## src/rtl/johnson_decoder.sv

```systemverilog
// Decodes a 4-bit Johnson code into a binary index and tracks sequence lock (HUNT/CHECK/LOCKED).
// Latency: 1 cycle, registered outputs. Backpressure: none; samples are taken whenever valid_in is high.
module johnson_decoder #(
    parameter int LOCK_COUNT = 3,
    parameter int ERR_LIMIT  = 2,
    parameter int CNT_W      = 8
) (
    input  logic             clk,
    input  logic             reset,
    input  logic [3:0]       q_in,
    input  logic             valid_in,
    output logic [2:0]       bin_out,
    output logic             bin_valid,
    output logic             illegal,
    output logic             seq_err,
    output logic             locked,
    output logic [CNT_W-1:0] err_cnt
);

    typedef enum logic [1:0] {HUNT, CHECK, LOCKED} state_t;

    localparam logic [2:0]       LOCK_C  = 3'(LOCK_COUNT);
    localparam logic [2:0]       ERR_C   = 3'(ERR_LIMIT);
    localparam logic [CNT_W-1:0] ERR_ONE = CNT_W'(1);

    state_t     state;
    logic [2:0] good_cnt;
    logic [2:0] bad_cnt;
    logic [2:0] last_idx;
    logic [2:0] next_idx;
    logic [2:0] code_idx;
    logic       code_legal;
    logic       in_seq;

    always_comb begin
        code_legal = 1'b1;
        code_idx   = 3'd0;
        case (q_in)
            4'h0: code_idx = 3'd0;
            4'h1: code_idx = 3'd1;
            4'h3: code_idx = 3'd2;
            4'h7: code_idx = 3'd3;
            4'hF: code_idx = 3'd4;
            4'hE: code_idx = 3'd5;
            4'hC: code_idx = 3'd6;
            4'h8: code_idx = 3'd7;
            default: code_legal = 1'b0;
        endcase
    end

    // 3-bit arithmetic gives the 7 -> 0 wrap for free
    assign next_idx = last_idx + 3'd1;
    assign in_seq   = (code_idx == next_idx);

    always_ff @(posedge clk) begin
        if (reset) begin
            state     <= HUNT;
            good_cnt  <= 3'd0;
            bad_cnt   <= 3'd0;
            last_idx  <= 3'd0;
            bin_out   <= 3'd0;
            bin_valid <= 1'b0;
            illegal   <= 1'b0;
            seq_err   <= 1'b0;
            locked    <= 1'b0;
            err_cnt   <= '0;
        end else begin
            bin_valid <= 1'b0;
            illegal   <= 1'b0;
            seq_err   <= 1'b0;
            if (valid_in) begin
                if (code_legal) begin
                    bin_out   <= code_idx;
                    last_idx  <= code_idx;
                    bin_valid <= 1'b1;
                end else begin
                    illegal <= 1'b1;
                end

                case (state)
                    HUNT: begin
                        if (code_legal) begin
                            good_cnt <= 3'd1;
                            if (LOCK_C == 3'd1) begin
                                state  <= LOCKED;
                                locked <= 1'b1;
                            end else begin
                                state <= CHECK;
                            end
                        end
                    end
                    CHECK: begin
                        if (!code_legal) begin
                            state    <= HUNT;
                            good_cnt <= 3'd0;
                        end else if (in_seq) begin
                            good_cnt <= good_cnt + 3'd1;
                            if (good_cnt + 3'd1 == LOCK_C) begin
                                state   <= LOCKED;
                                bad_cnt <= 3'd0;
                                locked  <= 1'b1;
                            end
                        end else begin
                            good_cnt <= 3'd1;
                        end
                    end
                    LOCKED: begin
                        if (code_legal && in_seq) begin
                            bad_cnt <= 3'd0;
                        end else begin
                            seq_err <= 1'b1;
                            if (err_cnt != '1)
                                err_cnt <= err_cnt + ERR_ONE;
                            // illegal codes free-wheel the expected index; legal ones resync above
                            if (!code_legal)
                                last_idx <= next_idx;
                            if (bad_cnt + 3'd1 == ERR_C) begin
                                state    <= HUNT;
                                bad_cnt  <= 3'd0;
                                good_cnt <= 3'd0;
                                locked   <= 1'b0;
                            end else begin
                                bad_cnt <= bad_cnt + 3'd1;
                            end
                        end
                    end
                    default: begin
                        state  <= HUNT;
                        locked <= 1'b0;
                    end
                endcase
            end
        end
    end

endmodule

```

## config.mk

```make
export PLATFORM = sky130hd
export DESIGN_NAME = johnson_decoder
export DESIGN_NICKNAME = d
export VERILOG_FILES = /design/src/rtl/johnson_decoder.sv
export SDC_FILE = /design/constraint.sdc
export NUM_CORES = 1
export LEC_CHECK = 0
export BUFFER_PORTS_ARGS = -buffer_cell sky130_fd_sc_hd__clkbuf_2
export CELL_PAD_IN_SITES_DETAIL_PLACEMENT = 0
export CELL_PAD_IN_SITES_GLOBAL_PLACEMENT = 1
export CORE_ASPECT_RATIO = 2
export CORE_UTILIZATION = 30
export DETAILED_ROUTE_END_ITERATION = 6
export GPL_TIMING_DRIVEN = 0
export PLACE_DENSITY = 0.62
export SETUP_SLACK_MARGIN = 0.4
export SLEW_MARGIN = 20
export SYNTH_ARGS = -nofsm -noshare
export SYNTH_HDL_FRONTEND = slang
export SYNTH_SLANG_ARGS = --single-unit
export TNS_END_PERCENT = 10
```

## constraint.sdc

```tcl
create_clock -name clk -period 3.31 [get_ports clk]
set_input_delay 0.662 -clock clk [delete_from_list [all_inputs] [get_ports clk]]
set_output_delay 0.662 -clock clk [all_outputs]
set_load 0.01 [all_outputs]
```

# After elaboration in Yosys (flattened, before gate mapping)
# Index checks and enable logic that the tools add are counted.
[word_totals]
reg_bits = 26
in_bits = 7
[op_classes]
n_addsub = 4
eq_ne = 21
n_mux = 34
n_bitwise = 4
reduce_logical = 14
[ops]
columns = ["cell", "count"]
rows = [
  ["2-to-1 mux 3 bit", 14],
  ["one-hot mux 3 bit (7 select lines)", 1],
  ["== test 4 bit (second input constant)", 4],
  ["2-to-1 mux 2 bit", 6],
  ["inequality test 2 bit (second input constant)", 6],
  ["AND reduction 5 bit", 2],
  ["adder 3 x 1 -> 3 bit (second input constant)", 3],
  ["2-to-1 mux 1 bit", 9],
  ["one-hot mux 3 bit (3 select lines)", 1],
  ["adder 8 x 1 -> 8 bit (second input constant)", 1],
  ["inequality test 8 bit (second input constant)", 1],
  ["OR reduction 8 bit", 1],
  ["AND reduction 7 bit", 1],
  ["== test 3 x 2 -> 1 bit (second input constant)", 2],
  ["inequality test 3 bit (second input constant)", 2],
  ["one-hot mux 2 bit (3 select lines)", 1],
  ["one-hot mux 3 bit (2 select lines)", 1],
  ["AND reduction 6 bit", 1],
  ["== test 4 x 1 -> 1 bit (second input constant)", 1],
  ["== test 4 x 2 -> 1 bit (second input constant)", 1],
  ["== test 4 x 3 -> 1 bit (second input constant)", 1],
  ["zero test 4 bit", 1],
  ["NOT 1 bit", 4],
  ["AND reduction 4 bit", 1],
  ["11 further kinds", 11],
]

# Logic depth before layout (Yosys ltp)
[depth]
word_depth = 7
mapped_depth = 9
depth_no_buf = 8

# Worst setup path before layout
# OpenSTA, ideal clock, no wires.
[synth_path]
path_kind = "input port to flip-flop"
startpoint = "in q_in[2]"
endpoint = "reg good_cnt[1]"
setup_time_ns = 0.071
t_arrival_ns = 2.453
t_required_ns = 3.239
setup_slack_ns = 0.787
stages = 8
n_path_buf = 1
path_cell_list = "buf_6 > nor2b_4 > a311o_1 > a211o_1 > a31oi_2 > o21ai_2 > or4b_1 > a21oi_1"
[synth_between]
elab_chain_len = 6
word_cells_on_any_way = 19
cone_classes = "10 x eq/ne; 5 x mux; 4 x reduce/logical"
[synth_rtl]
columns = ["element", "line", "source"]
rows = [
  ["start, declared", "10", "input logic [3:0] q_in,"],
  ["== test 4 bit, or another cell as far along", "38", "case (q_in)"],
  ["one-hot mux 3 bit (7 select lines) or OR reduction 8 bit (tied branches)", "-", ""],
  ["== test 3 bit or 2-to-1 mux 1 bit (tied branches)", "53, 38", ""],
  ["2-to-1 mux 3 bit or logical AND 1 bit (tied branches)", "96, 108", ""],
  ["2-to-1 mux 3 bit or inequality test 2 bit (tied branches)", "-", ""],
  ["one-hot mux 3 bit (3 select lines) or AND reduction 5 bit (tied branches)", "-", ""],
  ["end signal, assigned", "97", "good_cnt <= good_cnt + 3'd1;"],
  ["end, declared", "27", "logic [2:0] good_cnt;"],
]
# Parallel ways exist; a longest one is shown, timed or not.
# A chain may end at the register's enable or synchronous reset.

==> results_dict.tcl <==
set metrics [dict create \
    status "complete, no violations" \
    ctsResizeCount 0 \
    register_area_um2 520.5 \
    clock.fmax_ghz 0.3805 \
    vias_per_cell 5.305 \
    fin_ws_ns 0.6820 \
    ys_seq_area_share_pct 31.09 \
    finalClockSkew_ns 0.005363 \
    whs_endpoint "last_idx[1]" \
    fin_crit_ns 2.628 \
    cts_hold_buf 0 \
    rsz0062_at_grt "false" \
    crit_chain "ha_1, nor4b_1, a311o_1, a211o_1, a31oi_2, o21ai_2, or4b_1, a21oi_1" \
    wl_per_cell_um 14.40 \
    dieArea_mm2 0.005901 \
    insertedDiodeCount 0 \
    slew_viol_final 0 \
    n_fill_cell 630 \
    final_nets 239 \
    crit_type "reg -> reg" \
    critPathArrivalTime_ns 2.83 \
    worst-path-buf-inv 0 \
    slew_headroom_pct 33.55 \
    whs_ns 0.4885 \
    clockBufferDepth 2 \
    path_clk_slew_ns 0.10 \
    drive_gt1_share_pct 19.37 \
    clk_latency_ns 0.27 \
    hold_depth 2 \
    netlist_area_mm2 0.001674 \
    grt_use_total_pct 15.36 \
    initial_utilization_pct 30.89 \
    synth_top_area_cell "dfxtp_1" \
    drtPass1Iterations 4 \
    drtAntennaViolNets 0 \
    syn_to_final_growth_pct 13.45 \
    tns_ns 0 \
    required_ns 3.51 \
    max-vdd-ir-drop_mv 0.3215 \
    synth_area_leaders "dfxtp_1, ha_1, nor2_1" \
    route.detailed.drc 0 \
    power.density_cell_area_mw_per_mm2 349.9 \
    crit_family "compound AO/OA/AOI/OAI gates" \
    endpoint_kind "register" \
    grt_antenna_before_repair 0 \
    drv_cap 0 \
    h-tree-depth 1 \
    r2r_end "good_cnt[1]" \
    synth_ff_type "dfxtp_1" \
    worstMarginPinSlew_ns 0.9813 \
    grt_max_degree 15 \
    cts_tree "done" \
    rr_worst_depth 8 \
    cts_setup_buffers 0 \
    timing_hold_violations_final 0 \
    rows 38 \
    vias 1496 \
    netlist-cell-type-count 55 \
    place.gp.congestion 0.7474 \
    ys_ff_latch 26 \
    setup_viol 0 \
    leakagePower_nw 0.7364 \
    synthArstFlopShare_pct 0 \
    final_common_cell "dfxtp_1" \
    post-route-util_pct 35.04 \
    fp.dieW_um 54.82 \
    final_cell_mix "dfxtp_1, nor2_1, clkbuf_2" \
    drt-total-wl_um 4060 \
    rrSetupSlack_ns 0.68 \
    synth_top_cell_area_share_pct 31.09 \
    syn_avg_cell_area_um2 8.413 \
    min_from "last_idx[1]" \
    grt_pass1_vias 1484 \
    syn_inst 199 \
    drtIter0Drc 21 \
    die_h_um 107.6 \
    cp_slowest_stage_delay_ns 0.53 \
    crit_slowest_cell "or4b_1" \
    ys_warn_count 0 \
    dpl.hpwl_um 3211 \
    grt_pass1_wl_um 6686 \
    multi_input_area_mm2 0.001040 \
    cts_buffers 3 \
    dp_slack_ns 0.4334 \
    gr-total-overflow 0 \
    synthesis.nets 215 \
    post-route-period-util_pct 79.40 \
    cts_root_buf "clkbuf_8" \
    core_area_mm2 0.005420 \
    hold_class "reg -> reg" \
    ios 22 \
    synth_edf_count 0 \
    cts.sink_count 26 \
    portBuffers 19 \
    start_kind "register" \
    cp_max_fo 9 \
]
==> synthesized netlist by cell type (2+ instances only) <==
cell / n
nand4_1: 3
nor3_1: 4
nand2b_1: 3
mux2_2: 3
nand2_1: 13
and2_1: 4
a211oi_1: 3
and3_1: 3
a31oi_1: 2
nand3_1: 4
o21ai_0: 12
ha_1: 9
nor3b_1: 2
xnor2_1: 9
inv_1: 13
buf_4: 2
a21oi_1: 12
buf_6: 2
a21o_1: 2
clkbuf_1: 6
dfxtp_1: 26
a311oi_1: 2
nor2_1: 23
mux2i_1: 2
a31o_2: 2
nand4b_1: 3
or4_1: 2
==> metrics by stage <==
step / power [W] / area (um2) / std cells
2_1_floorplan: 0.0004292 / 1674 / 199
3_3_place_gp: 0.0004635 / 1844 / 278
3_5_place_dp: 0.0004631 / 1844 / 278
4_1_cts: 0.0006779 / 1899 / 282
5_1_grt: 0.0007013 / 1899 / 282
6_report: 0.0006646 / 1899 / 282
==> layer usage <==
metal  track usage [%]  vias to the layer above  routed length (um)
met5                 0                        -                   0
met4             4.579                        0                  41
met3             1.412                        2                  68
met2             29.43                       15                2351
met1             16.03                      726                1599
li1                  -                      753                   -
==> flip-flops by register name, indices dropped and copies added, names as in the netlist, named ones only <==
signal	flops
bin_valid	1
illegal	1
last_idx	2
locked	1
state	2
good_cnt	3
err_cnt	8
bad_cnt	3
seq_err	1
bin_out	3
==> worst min-delay path: stages (launching register included) <==
cell      delay [ns]
dfxtp_1         0.33
inv_1           0.05
a221oi_1        0.06
==> cell type report <==
type	instances	area share, %
Buffer	11	3.426
Clock buffer	4	2.899
Inverter	13	2.569
Multi-Input combinational cell	149	54.74
Sequential cell	26	27.40
Tap cell	60	3.953
Timing Repair Buffer	19	5.007
==> kinds of logic after synthesis <==
group	count (synthesis)	synth area share [%]
AO/OA/AOI/OAI	51	21.23
buffers and inverters	24	6.801
adder cells (fa/ha/maj)	9	6.727
AND/OR/NAND/NOR	73	24.37
flip-flops	26	31.09
XOR/XNOR	10	5.232
multiplexers	6	4.559
==> worst max path at each step <==
stage / slack [ns] / end / from / depth (start not counted)
CTS: 0.68 / good_cnt[1] / register / 8
global route: 0.55 / good_cnt[1] / register / 8
floorplan: 0.79 / good_cnt[1] / q_in[2] / 8
finish: 0.68 / good_cnt[1] / register / 8
global placement: 0.46 / good_cnt[1] / q_in[1] / 9
detailed placement: 0.43 / good_cnt[1] / q_in[1] / 9
==> power breakdown <==
group          switching [W]  leakage, nW  internal [W]
registers         0.00000568        0.211      0.000321
logic              0.0000777        0.497     0.0000504
clock network       0.000103       0.0288      0.000106
total               0.000187        0.736      0.000478
Note: power is estimated with default switching activity, not from simulation.
